==> src/rtl/mips_fetch_pkg.sv <==
// Shared types and constants for the MIPS fetch path: PC type, sequencer
// states, redirect sources ordered by priority, and default vectors.
package mips_fetch_pkg;

    typedef logic [31:0] pc_t;

    typedef enum logic [1:0] {
        BOOT = 2'd0,
        RUN  = 2'd1,
        HOLD = 2'd2
    } pcseq_state_e;

    // Encoding order doubles as priority: a larger code wins.
    typedef enum logic [1:0] {
        SRC_NONE = 2'd0,
        SRC_BR   = 2'd1,
        SRC_JMP  = 2'd2,
        SRC_EXC  = 2'd3
    } redir_src_e;

    localparam pc_t DEFAULT_RESET_VECTOR = 32'h0000_0000;
    localparam pc_t DEFAULT_EXC_VECTOR   = 32'h0000_0080;

    function automatic logic is_misaligned(input pc_t addr);
        return addr[1:0] != 2'b00;
    endfunction

endpackage

==> src/rtl/redirect_arb.sv <==
// Combinational redirect arbiter: picks exc > jump > branch and replaces a
// misaligned jump/branch target with the exception vector.
module redirect_arb
    import mips_fetch_pkg::*;
#(
    parameter logic [31:0] EXC_VECTOR = DEFAULT_EXC_VECTOR
) (
    input  logic        enable,
    input  logic        br_taken,
    input  logic [31:0] br_target,
    input  logic        jump,
    input  logic [31:0] jump_target,
    input  logic        exc_req,
    output logic [31:0] target,
    output redir_src_e  src,
    output logic        misalign
);

    always_comb begin
        target   = EXC_VECTOR;
        src      = SRC_NONE;
        misalign = 1'b0;
        if (enable) begin
            if (exc_req) begin
                src = SRC_EXC;
            end else if (jump) begin
                src = SRC_JMP;
                if (is_misaligned(jump_target)) begin
                    misalign = 1'b1;
                end else begin
                    target = jump_target;
                end
            end else if (br_taken) begin
                src = SRC_BR;
                if (is_misaligned(br_target)) begin
                    misalign = 1'b1;
                end else begin
                    target = br_target;
                end
            end
        end
    end

endmodule

==> src/rtl/pc_sequencer.sv <==
// Fetch-stage program-counter owner: sequential/redirect PC selection, stall
// hold, and a one-entry pending buffer for redirects that arrive mid-stall.
module pc_sequencer
    import mips_fetch_pkg::*;
#(
    parameter logic [31:0] RESET_VECTOR = DEFAULT_RESET_VECTOR,
    parameter logic [31:0] EXC_VECTOR   = DEFAULT_EXC_VECTOR
) (
    input  logic        clk,
    input  logic        rst_n,
    input  logic [31:0] pc_next,
    input  logic        imem_ready,
    input  logic        br_taken,
    input  logic [31:0] br_target,
    input  logic        jump,
    input  logic [31:0] jump_target,
    input  logic        exc_req,
    output logic [31:0] in_pc,
    output logic        fetch_valid,
    output logic        redirect_ack,
    output logic        misalign_err
);

    pcseq_state_e state_q, state_d;
    pc_t          pc_d;
    logic         ack_d;
    logic         misalign_set;

    // Pending buffer; the source code doubles as the valid bit (SRC_NONE = empty).
    pc_t          pend_target, pend_target_d;
    redir_src_e   pend_src, pend_src_d;

    logic [31:0]  arb_target;
    redir_src_e   arb_src;
    logic         arb_misalign;

    logic         redir;
    logic         take_hold;
    pc_t          hold_target;
    redir_src_e   hold_src;

    redirect_arb #(
        .EXC_VECTOR (EXC_VECTOR)
    ) u_arb (
        .enable      (state_q != BOOT),
        .br_taken    (br_taken),
        .br_target   (br_target),
        .jump        (jump),
        .jump_target (jump_target),
        .exc_req     (exc_req),
        .target      (arb_target),
        .src         (arb_src),
        .misalign    (arb_misalign)
    );

    assign redir       = (arb_src != SRC_NONE);
    // Equal priority replaces, so the most recent request of a class wins.
    assign take_hold   = redir && (arb_src >= pend_src);
    assign hold_target = take_hold ? arb_target : pend_target;
    assign hold_src    = take_hold ? arb_src    : pend_src;

    always_comb begin
        state_d       = state_q;
        pc_d          = in_pc;
        ack_d         = 1'b0;
        pend_target_d = pend_target;
        pend_src_d    = pend_src;
        misalign_set  = 1'b0;
        case (state_q)
            BOOT: begin
                state_d = RUN;
            end
            RUN: begin
                if (redir) begin
                    misalign_set = arb_misalign;
                    if (imem_ready) begin
                        pc_d  = arb_target;
                        ack_d = 1'b1;
                    end else begin
                        pend_target_d = arb_target;
                        pend_src_d    = arb_src;
                        state_d       = HOLD;
                    end
                end else if (imem_ready) begin
                    pc_d = pc_next;
                end
            end
            HOLD: begin
                if (take_hold) begin
                    misalign_set = arb_misalign;
                end
                if (imem_ready) begin
                    pc_d       = hold_target;
                    ack_d      = 1'b1;
                    pend_src_d = SRC_NONE;
                    state_d    = RUN;
                end else begin
                    pend_target_d = hold_target;
                    pend_src_d    = hold_src;
                end
            end
            default: begin
                state_d = BOOT;
            end
        endcase
    end

    always_ff @(posedge clk or negedge rst_n) begin
        if (!rst_n) begin
            state_q      <= BOOT;
            in_pc        <= RESET_VECTOR;
            fetch_valid  <= 1'b0;
            redirect_ack <= 1'b0;
            misalign_err <= 1'b0;
            pend_src     <= SRC_NONE;
        end else begin
            state_q      <= state_d;
            in_pc        <= pc_d;
            fetch_valid  <= (state_d != BOOT);
            redirect_ack <= ack_d;
            misalign_err <= misalign_err | misalign_set;
            pend_src     <= pend_src_d;
        end
    end

    // Target storage is qualified by pend_src, so it needs no reset.
    always_ff @(posedge clk) begin
        pend_target <= pend_target_d;
    end

endmodule
==> config.mk <==
export PLATFORM = sky130hd
export DESIGN_NAME = pc_sequencer
export DESIGN_NICKNAME = d
export VERILOG_FILES = /design/src/rtl/mips_fetch_pkg.sv /design/src/rtl/redirect_arb.sv /design/src/rtl/pc_sequencer.sv
export SDC_FILE = /design/constraint.sdc
export NUM_CORES = 1
export LEC_CHECK = 0
export BUFFER_PORTS_ARGS = -buffer_cell sky130_fd_sc_hd__buf_2
export CELL_PAD_IN_SITES_DETAIL_PLACEMENT = 1
export CELL_PAD_IN_SITES_GLOBAL_PLACEMENT = 1
export CORE_ASPECT_RATIO = 1.5
export CORE_MARGIN = 2
export CORE_UTILIZATION = 41
export CTS_CLUSTER_DIAMETER = 50
export CTS_CLUSTER_SIZE = 10
export DETAILED_ROUTE_END_ITERATION = 8
export PLACE_DENSITY_LB_ADDON = 0.1
export SYNTH_ARGS = -nofsm -noshare
export SYNTH_HDL_FRONTEND = slang
export SYNTH_SLANG_ARGS = --single-unit
==> constraint.sdc <==
create_clock -name clk -period 10.7 [get_ports clk]
set_input_delay 2.14 -clock clk [delete_from_list [all_inputs] [get_ports clk]]
set_output_delay 2.14 -clock clk [all_outputs]
set_load 0.03 [all_outputs]
==> reports/qor.yml <==
fin_crit_sh: 0.418
status: "completed"
seq_area_frac_synth: 0.469
cap_violations: 0
synth_top_cell_area_share: 0.236
grt_antenna_before_repair: 0
syn-cell-area_mm2: 0.00413
cp.arrival_ns: 4.51
via_count: 4187
fillers: 1181
cts_hold_buf: 0
cts_tree: "done"
p_leak_nw: 2.08
ys_types: 39
multiInputGateArea_mm2: 0.00204
grt_max_degree: 53
async_reset_ff_frac: 0.549
post-route-min-period_ns: 4.48
crit_type: "input port to flop"
grt_pass1_wl_mm: 22.9
clk_latency_ns: 0.33
synth_edf_count: 32
drc: 0
synth_seq_cells: 71
postCtsSetupBuffers: 0
ioPinCount: 137
rsz0062_at_grt: "false"
routedWlPerCell_um: 20.9
end_kind: "flop"
rows: 44
syn_inst: 448
ant_nets: 0
coreArea_mm2: 0.00974
hpwl_mm: 9.34
start_util: 0.424
fp.dieW_um: 85.9
r2r_setup_slack_ns: 7.16
routed_wirelength_mm: 14.3
placed_area_mm2: 0.00491
diodes: 0
setup_viol: 0
clockRootBuffer: "clkbuf_16"
layout.nets: 672
crit_required_ns: 10.73
io_buffers: 136
drv_slew: 0
cts.sinks: 71
grt_overflow_total: 0
slew_headroom: 0.268
powerDensity_mw_per_mm2: 322
hp-class: "flop to flop"
clkTransAtPathRegs_ns: 0.06
ir_drop_v: 0.000120
firstDrtPassIters: 4
detail_route.vias_per_cell: 6.13
crit_path_start_kind: "input port"
hold_viol: 0
drtIter0Drc: 297
cts.repair.resized: 0
die_h_um: 127
area_delta_synth_final_pct: 25.5
worst_pin_slew_ns: 1.09
place.gp.congestion: 0.850
synth_largest_area_cell: "dfrtp_1"
fmax_mhz: 223
dieArea_mm2: 0.0109
synthFlopType: "dfrtp_1"
clock_skew_ns: 0.00446
stdcell_area_mm2: 0.00518
track_usage: 0.269
synth_nets: 557
grt_pass1_vias: 4515
synth_common_cells: "a21oi_1 (63), nor2_1 (62), a22oi_1 (56)"
synth_area_leaders: "dfrtp_1 (24%), edfxtp_1 (23%), a22oi_1 (10%)"
clockBufferDepth: 2
ff_latch_area_mm2: 0.00194
cts_made_buffers: 9
setup_tns_ns: 0
syn_area_per_cell_um2: 9.22
drive_above_1_share: 0.299
htreeDepth: 3
synthMostInstantiatedCell: "a21oi_1"
yosysWarnings: 0
path_max_fanout: 33
## cell type report
| type | instances | area share |
|---|---|---|
| inverter | 8 | 0.00579 |
| clock buffer | 15 | 0.0517 |
| clock inverter | 1 | 0.000965 |
| tap | 115 | 0.0278 |
| sequential | 71 | 0.374 |
| multi-input combinational | 327 | 0.394 |
| timing repair buffer | 146 | 0.146 |
## stage by stage
| stage | total power [W] | setup WS [ns] | util | std cells | hold WS, ns |
|---|---|---|---|---|---|
| 2_1_floorplan | 0.00111 | 5.10 | - | 448 | 0.462 |
| 3_3_place_gp | 0.00136 | 6.03 | 0.504 | 667 | 0.451 |
| 3_5_place_dp | 0.00139 | 5.89 | 0.504 | 667 | 0.476 |
| 4_1_cts | 0.00168 | 6.22 | 0.532 | 683 | 0.490 |
| 5_1_grt | 0.00178 | 6.02 | 0.532 | 683 | 0.505 |
| 6_report | 0.00167 | 6.22 | 0.532 | 683 | 0.483 |
## power breakdown
group	total (W)	internal [W]	leakage [nW]	switching [W]
combinational	0.000864	0.000254	1.18	0.000610
clock	0.000280	0.000170	0.134	0.000111
sequential	0.000523	0.000459	0.767	0.0000638
total	0.00167	0.000883	2.08	0.000784
## registers in the layout, summed over array words and instances, names as in the netlist
register / count
in_pc: 32
pend_src: 2
pend_target: 32
redirect_ack: 1
fetch_valid: 1
state_q: 2
misalign_err: 1
## critical path, cell delays in order
cell	delay, ns
buf_2	0.14
nor2b_1	0.12
o21bai_1	0.09
ha_1	0.28
nand2b_1	0.10
a21o_1	0.11
buf_4	0.35
and2_1	0.52
buf_4	0.36
a211o_1	0.18
o21ai_0	0.10
## routing by layer
layer  part of all wire  routed length, um  track usage
met1               0.41               5910        0.334
met5                  0                  0            0
met4              0.014                196       0.0831
met3              0.053                753       0.0429
met2               0.52               7400        0.474
## layout by cell type, fill, tap and decap left out, types with 2 or more instances in the layout
master,instances
a211o_1,29
a21o_1,2
a21oi_1,62
a22o_1,4
a22oi_1,56
a31oi_1,29
a32oi_1,2
and3_1,2
buf_2,136
buf_4,10
clkbuf_1,4
clkbuf_16,9
clkbuf_8,2
dfrtp_1,39
edfxtp_1,32
ha_1,7
inv_1,8
nand2_1,13
nand2b_1,2
nor2_1,60
nor2b_1,2
nor3_1,4
o21ai_0,32
## cell families (layout without fill, tap and decap cells)
kind of cell    Yosys count  in the layout  share of synthesized area
buf+inv                  50            170                     0.0503
simple gates             94             94                      0.102
compound gates          225            225                      0.355
fa+ha+maj                 7              7                     0.0212
flops                    71             71                      0.469
mux                       1              1                    0.00273
## worst paths after layout
path | from | end | depth (start not counted)
max reg2reg | state_q[0] | pend_target[21] | 11
min | misalign_err | misalign_err | 1
min in group asynchronous | rst_n | in_pc[19] | 1
max | jump | pend_target[21] | 11
max in group asynchronous | rst_n | in_pc[7] | 1
min reg2reg | misalign_err | misalign_err | 1
(Power assumes the default switching activity.)
